**src/rtl/dds_sweep_ctrl.sv**
```systemverilog
// Linear frequency-sweep sequencer producing the DDS cfg word {on, inv, phase_inc}.
// Optional DDS_SWEEP_PINGPONG_EN: continuous sweeps reverse direction at each end instead of restarting.
module dds_sweep_ctrl #(
    parameter int unsigned CW = 16
) (
    input  logic          clk,
    input  logic          rst_n,
    input  logic          start,
    input  logic          stop,
    input  logic [29:0]   f_start,
    input  logic [29:0]   f_step,
    input  logic          dir_down,
    input  logic [CW-1:0] n_steps,
    input  logic [CW-1:0] dwell,
    input  logic          inv,
    input  logic          continuous,
    output logic [31:0]   cfg,
    output logic          busy,
    output logic          done,
    output logic [CW-1:0] step_idx
);

    localparam int unsigned PW = 30;

    typedef enum logic {
        IDLE,
        RUN
    } state_t;

    state_t        state, state_nxt;
    logic [31:0]   cfg_nxt;
    logic          busy_nxt, done_nxt;
    logic [CW-1:0] idx_nxt;
    logic [CW-1:0] dwell_cnt, cnt_nxt;
    logic [PW-1:0] fs_q, fs_nxt, fst_q, fst_nxt;
    logic          dn_q, dn_nxt, cont_q, cont_nxt;
    logic [CW-1:0] n_q, n_nxt, dw_q, dw_nxt;
    logic [CW-1:0] dwell_eff;

    // One saturating step: clamps to all-ones on carry, to zero on borrow.
    function automatic logic [PW-1:0] step_freq(input logic [PW-1:0] p,
                                                 input logic [PW-1:0] f,
                                                 input logic          down);
        logic [PW:0] r;
        if (down) begin
            r = {1'b0, p} - {1'b0, f};
            return r[PW] ? {PW{1'b0}} : r[PW-1:0];
        end
        r = {1'b0, p} + {1'b0, f};
        return r[PW] ? {PW{1'b1}} : r[PW-1:0];
    endfunction

    assign dwell_eff = (dwell == '0) ? CW'(1) : dwell;

    always_ff @(posedge clk or negedge rst_n) begin
        if (!rst_n) begin
            state     <= IDLE;
            cfg       <= 32'h0;
            busy      <= 1'b0;
            done      <= 1'b0;
            step_idx  <= '0;
            dwell_cnt <= '0;
            fs_q      <= '0;
            fst_q     <= '0;
            dn_q      <= 1'b0;
            cont_q    <= 1'b0;
            n_q       <= '0;
            dw_q      <= '0;
        end else begin
            state     <= state_nxt;
            cfg       <= cfg_nxt;
            busy      <= busy_nxt;
            done      <= done_nxt;
            step_idx  <= idx_nxt;
            dwell_cnt <= cnt_nxt;
            fs_q      <= fs_nxt;
            fst_q     <= fst_nxt;
            dn_q      <= dn_nxt;
            cont_q    <= cont_nxt;
            n_q       <= n_nxt;
            dw_q      <= dw_nxt;
        end
    end

    always_comb begin
        state_nxt = state;
        cfg_nxt   = cfg;
        busy_nxt  = busy;
        done_nxt  = 1'b0;
        idx_nxt   = step_idx;
        cnt_nxt   = dwell_cnt;
        fs_nxt    = fs_q;
        fst_nxt   = fst_q;
        dn_nxt    = dn_q;
        cont_nxt  = cont_q;
        n_nxt     = n_q;
        dw_nxt    = dw_q;

        case (state)
            IDLE: begin
                cfg_nxt[31] = 1'b0;
                busy_nxt    = 1'b0;
                if (start && !stop) begin
                    state_nxt = RUN;
                    busy_nxt  = 1'b1;
                    cfg_nxt   = {1'b1, inv, f_start};
                    idx_nxt   = '0;
                    cnt_nxt   = dwell_eff;
                    fs_nxt    = f_start;
                    fst_nxt   = f_step;
                    dn_nxt    = dir_down;
                    cont_nxt  = continuous;
                    n_nxt     = n_steps;
                    dw_nxt    = dwell_eff;
                end
            end
            RUN: begin
                if (stop) begin
                    state_nxt   = IDLE;
                    cfg_nxt[31] = 1'b0;
                    busy_nxt    = 1'b0;
                end else if (dwell_cnt > CW'(1)) begin
                    cnt_nxt = dwell_cnt - CW'(1);
                end else if (step_idx < n_q) begin
                    cfg_nxt[PW-1:0] = step_freq(cfg[PW-1:0], fst_q, dn_q);
                    idx_nxt         = step_idx + CW'(1);
                    cnt_nxt         = dw_q;
                end else if (!cont_q) begin
                    state_nxt   = IDLE;
                    cfg_nxt[31] = 1'b0;
                    busy_nxt    = 1'b0;
                    done_nxt    = 1'b1;
                end else begin
                    cnt_nxt = dw_q;
`ifdef DDS_SWEEP_PINGPONG_EN
                    // The endpoint acts as index 0 of the reversed leg, so the first new frequency is index 1.
                    if (n_q != '0) begin
                        dn_nxt          = !dn_q;
                        cfg_nxt[PW-1:0] = step_freq(cfg[PW-1:0], fst_q, !dn_q);
                        idx_nxt         = CW'(1);
                    end else begin
                        cfg_nxt[PW-1:0] = fs_q;
                        idx_nxt         = '0;
                    end
`else
                    cfg_nxt[PW-1:0] = fs_q;
                    idx_nxt         = '0;
`endif
                end
            end
            default: state_nxt = IDLE;
        endcase
    end

endmodule

```
**config.mk**
```make
export PLATFORM = sky130hd
export DESIGN_NAME = dds_sweep_ctrl
export DESIGN_NICKNAME = d
export VERILOG_FILES = /design/src/rtl/dds_sweep_ctrl.sv
export SDC_FILE = /design/constraint.sdc
export NUM_CORES = 1
export LEC_CHECK = 0
export ABC_CLOCK_PERIOD_IN_PS = 3200
export CORE_MARGIN = 1
export CORE_UTILIZATION = 45
export DETAILED_ROUTE_END_ITERATION = 10
export GPL_TIMING_DRIVEN = 0
export PLACE_DENSITY = 0.72
export SYNTH_ARGS = -nofsm -noshare
export SYNTH_HDL_FRONTEND = slang
export SYNTH_SLANG_ARGS = --single-unit
```
**constraint.sdc**
```tcl
create_clock -name clk -period 3.2 [get_ports clk]
set_clock_uncertainty 0.15 [all_clocks]
set_input_delay 0.48 -clock clk [delete_from_list [all_inputs] [get_ports clk]]
set_output_delay 0.48 -clock clk [all_outputs]
set_load 0.1 [all_outputs]
```
## After elaboration in Yosys (flattened, before gate mapping)

Index checks and enable logic that the tools add are counted.

| operators by class | value |
|---|---|
| $add $sub $neg | 4 |
| multiply operators | 0 |
| divide/modulo/power cells | 0 |
| order comparisons | 2 |
| equal/unequal tests | 8 |
| shift operators | 0 |
| mux-type cells | 45 |
| bitwise operators | 1 |
| reductions and logical operators | 7 |

Operator list:

| kind | number |
|---|---|
| 30-bit 2-to-1 mux | 8 |
| 16-bit 2-to-1 mux | 11 |
| 16-bit case mux with 2 select lines | 2 |
| 30-bit case mux with 2 select lines | 1 |
| 32-bit 2-to-1 mux | 1 |
| 30-bit by 30-bit adder with 31-bit output | 1 |
| 30-bit by 30-bit subtractor with 31-bit output | 1 |
| 1-bit 2-to-1 mux | 19 |
| 16-bit by 1-bit adder with 16-bit output, second input constant | 1 |
| 16-bit by 1-bit > comparator with 1-bit output, second input constant | 1 |
| 16-bit logical NOT | 1 |
| 16-bit less-than comparator | 1 |
| 16-bit by 1-bit subtractor with 16-bit output, second input constant | 1 |
| 3-bit != test, second input constant | 3 |
| 2-bit != test, second input constant | 3 |
| 1-bit case mux with 2 select lines | 3 |
| 3-bit AND reduction | 2 |
| 4-bit by 1-bit != test with 1-bit output, second input constant | 1 |
| 4-bit AND reduction | 1 |
| 3-bit by 1-bit != test with 1-bit output, second input constant | 1 |
| 2-bit AND reduction | 1 |
| 1-bit logical AND | 1 |
| 1-bit logical NOT | 1 |
| 1-bit inverter | 1 |

| word-level totals | value |
|---|---|
| bits in registers | 161 |
| bits in latches | 0 |
| bits in writable memories | 0 |
| bits in read-only memories | 0 |
| word-level logic and storage cells | 81 |
| memories kept | 0 |

## Depth between registers and ports, before layout

| depth | value |
|---|---|
| depth after elaboration | 10 |
| gate-level depth with buffers | 13 |
| gate-level depth less buffers | 12 |

## Worst setup path before layout

No wires, ideal clock.

| timing path | value |
|---|---|
| path type | flip-flop to flip-flop |
| start point | reg cfg[0] |
| end point | reg cfg[12] |
| setup time | 0.087 ns |
| arrival | 3.597 ns |
| data required time | 2.963 ns |
| slack | -0.633 ns |
| stages on the path, launching flop included | 14 |
| buffers on the path | 1 |
| cells stage by stage | dfrtp_1 -> inv_1 -> ha_1 -> fa_1 -> nor2b_1 -> o2111ai_1 -> a31o_2 -> a211oi_1 -> o21ai_0 -> a21oi_1 -> buf_2 -> a21oi_1 -> o221a_2 -> o211ai_1 |

| between the ends | value |
|---|---|
| word-level cells in the longest chain between the ends | 8 |

RTL lines:

| item | line | source |
|---|---|---|
| start: declaration | 17 | `output logic [31:0] cfg,` |
| start signal: assignment | 71 | `cfg <= cfg_nxt;` |
| 30-bit by 30-bit subtractor with 31-bit output | 46 | `r = {1'b0, p} - {1'b0, f};` |
| 30-bit 2-to-1 mux | 47 | `return r[PW] ? {PW{1'b0}} : r[PW-1:0];` |
| 30-bit 2-to-1 mux | 45 | `if (down) begin` |
| 30-bit 2-to-1 mux * | 49 | `r = {1'b0, p} + {1'b0, f};` |
| 30-bit 2-to-1 mux * | 124 | `end else if (step_idx < n_q) begin` |
| 30-bit 2-to-1 mux * | 122 | `end else if (dwell_cnt > CW'(1)) begin` |
| 30-bit 2-to-1 mux * | 118 | `if (stop) begin` |
| 30-bit case mux with 2 select lines * | 99 | `case (state)` |

Every way passes the cells marked *; elsewhere a longest branch is shown, timed or not. The select of a mux whose other input is x is not followed.
A chain may end at the register's enable or synchronous reset.

## Worst setup path in the final report

| timing path | value |
|---|---|
| start point | reg cfg[0] |
| end point | reg cfg[15] |

The elaborated chain is that of the path after synthesis.

==> reports/metrics.yaml <==
status: "complete, but fails checks"
violations: "negative setup slack"
wl_per_cell_um: 21.3
synth_most_common_cell: "nand2_1"
die-area_um2: 25700
drt_first_pass_iters: 6
top_layer_used: "met4"
pwr-share-comb_pct: 52.4
netlist_area_um2: 11300
max_slew.worst_pin.slew_ps: 1060
wl_met2_um: 19500
synth_top_area_cell: "dfrtp_1"
worst-setup-path-type: "reg2reg"
cp-end-kind: "flop"
yosysSeqAreaShare_pct: 35.5
clock.fmax_ghz: 0.298
synthCells: 1401
first_global_vias: 11400
synth_ff_type: "dfrtp_1"
intPower_mw: 5.51
cp.depth: 11
worstRegToRegCells: 11
clockPowerShare_pct: 21.5
grt_pass1_wl_um: 63900
die_width_um: 160
clk_path_buf_depth: 2
hpwlAfterDp_um: 29600
setup_viol: 19
cts_tree: "yes"
finalPower_mw: 10.2
p_seq_share_pct: 26.1
min_period_ps: 3360
numCtsBuffers: 17
vias_per_cell: 6.11
rsz0062_at_grt: "true"
ys_top_cells_by_area: "dfrtp_1 35%, ha_1 8.6%, nand2_1 8.4%"
initial_utilization_pct: 46.1
drc_errors: 0
synth_common_cells: "254 x nand2_1, 165 x o21ai_0, 160 x dfrtp_1, 84 x inv_1, 84 x nor2_1"
synth-seq-cells: 160
power_density_nw_per_um2: 659
fin_crit_sh_pct: 105
hp-class: "reg2reg"
vias: 12000
max-vdd-ir-drop_v: 0.000387
drt-met1-wl_um: 17800
timing.rr.start: "cfg[0]"
cts.sink_count: 160
grt.overflow.total: 0
syn_nets: 1580
synth.top_cell.area_share_pct: 35.5
arrival_ps: 3540
clkLatencyLatePin_ps: 450
worst-path-buf-inv: 0
die_y_um: 160
crit_path_max_fanout: 6
swShare_pct: 46.1
clkTransAtPathRegs_ps: 80
place.gp.congestion: 0.955
antenna_left: 0
crit_required_ps: 3380
antenna_found_initial: 1
dr_wl_met3_um: 2940
drt-initial-drc-count: 1202
postSynth.asyncResetShare_pct: 100
cp_slowest_cell: "dfrtp_4"
slew_violations: 0
yosysWarnings: 0
grt_max_degree: 95
htreeDepth: 4
coreArea_um2: 24500
num_rows: 57
clockRootBuffer: "clkbuf_16"
area_growth_pct: 37.5
fin_util_pct: 63.4
timing_hold_violations_final: 0
synth.distinct_cells: 73
endpoint: "cfg[15]"
critPathLaunchType: "flop"
avgSynthCellArea_um2: 8.05
final_layout_size_suffix_gt1_share_pct: 19.9
num-nets-final: 1800
p_leak_nw: 6.67
wirelength_um: 41700
max_cap_viol_count: 0
cp_top_family: "compound AO/OA/AOI/OAI gates"
register_area_um2: 4080
io_pins: 149
reg2reg_to: "cfg[15]"
fin_ws_ps: -159
grt_usage_pct: 31.9
critPathMaxStageDelay_ps: 520
slew_headroom_pct: 29.1
io_buffers: 148
crit_path_start: "cfg[0]"
p_switching_mw: 4.71
synth_edf_count: 0
r2r_setup_slack_ps: -160
n_fill_cell: 2096
path_cells: "ha_4, fa_2, nor2b_4, o211ai_1, a21oi_4, o21ai_4, nand2_4, a21o_4, or3_4, a32oi_4, o21ai_1"
multi_input_area_um2: 7630
-- logic make-up (layout without fill, tap and decap cells) --
| logic type | after synthesis | in the layout | synth area share [%] |
|---|---|---|---|
| and+or+nand+nor | 500 | 500 | 20.1 |
| AOI/OAI and AO/OA | 462 | 463 | 26.7 |
| buffers and inverters | 162 | 394 | 5.67 |
| DFF | 160 | 160 | 35.5 |
| adders and majority gates | 80 | 80 | 9.00 |
| muxes | 21 | 21 | 1.86 |
| xor gates and xnor gates | 16 | 16 | 1.24 |
| other | 0 | 1 | 0 |
-- how the worst min path moves through the flow --
stage                  start        to  slack [ps]  cells after the start
global placement     fs_q[2]   fs_q[2]         300                      2
finish              fs_q[19]  fs_q[19]         320                      2
global route        fs_q[19]  fs_q[19]         350                      2
detailed placement  fs_q[18]  fs_q[18]         310                      2
floorplan              rst_n   cfg[10]          30                      0
CTS                 fs_q[18]  fs_q[18]         320                      2
-- power groups by stage --
stage	Combinational [mW]	Clock, mW	Sequential, mW
floorplan	2.44	0	3.16
global placement	4.17	0	2.66
detailed placement	4.21	0	2.67
CTS	4.71	2.20	2.64
global route	5.69	2.27	2.71
finish	5.36	2.19	2.67
-- layout by cell type, fill, tap and decap left out, types with 21 or more instances in the layout --
| cell | instances |
|---|---|
| inv_1 | 81 |
| o211ai_1 | 21 |
| dfrtp_2 | 33 |
| buf_4 | 58 |
| clkbuf_1 | 26 |
| o21ai_0 | 141 |
| dfrtp_1 | 118 |
| a21o_1 | 32 |
| nand3_1 | 21 |
| nand2_1 | 251 |
| a21oi_1 | 57 |
| clkdlybuf4s50_1 | 147 |
| nor2_1 | 81 |
| ha_1 | 57 |
-- flip-flops by register name (all words and copies together) (netlist names) --
| name | cells |
|---|---|
| cont_q | 1 |
| dn_q | 1 |
| dw_q | 16 |
| state | 1 |
| dwell_cnt | 16 |
| n_q | 16 |
| step_idx | 16 |
| fs_q | 30 |
| fst_q | 30 |
| done | 1 |
| cfg | 32 |
-- per-stage QoR --
| step | instances | hold WS (ps) | worst slack (ps) | instance area (um2) | TNS, ps |
|---|---|---|---|---|---|
| 2_1_floorplan | 1401 | 34.4 | 3.91 | 11400 | 0 |
| 3_3_place_gp | 1873 | 301 | -6600 | 13300 | -945560 |
| 3_5_place_dp | 1874 | 307 | -860 | 13300 | -51140 |
| 4_1_cts | 1933 | 324 | -46.2 | 14700 | -111 |
| 5_1_grt | 1958 | 346 | -191 | 15500 | -2280 |
| 6_report | 1959 | 324 | -159 | 15500 | -887 |
-- timing repair --
| action | CTS | global route |
|---|---|---|
| setup buffers | 37 | 25 |
| gates cloned | 1 | 0 |
| endpoints found under the setup margin | 77 | 63 |
| hold buffers | 1 | 0 |
| pin swaps | 46 | 62 |
| resized for setup | 129 | 159 |
| endpoints found under the hold margin | 66 | 0 |
-- layer usage --
layer | track usage [%] | vias to the layer above
met3 | 5.01 | 103
met1 | 43.1 | 5825
li1 | - | 5457
met4 | 12.3 | 0
met2 | 51.4 | 590
met5 | 0 | -
-- worst register-to-register path, stage by stage, from the launching register on --
cell	delay, ps
dfrtp_4	520
ha_4	180
fa_2	350
nor2b_4	150
o211ai_1	380
a21oi_4	160
o21ai_4	240
nand2_4	100
a21o_4	270
or3_4	360
a32oi_4	280
o21ai_1	110
-- cell type report --
cell class / instances / area share (%)
multi-input combinational: 1080 / 49.2
clock inverter: 15 / 1.23
clock buffer: 17 / 2.74
timing repair buffer: 211 / 13.2
inverter: 84 / 2.08
antenna: 1 / 0.0161
sequential: 160 / 26.3
tap: 324 / 2.61
buffer: 67 / 2.65
Power figures use the tool's default switching activity.
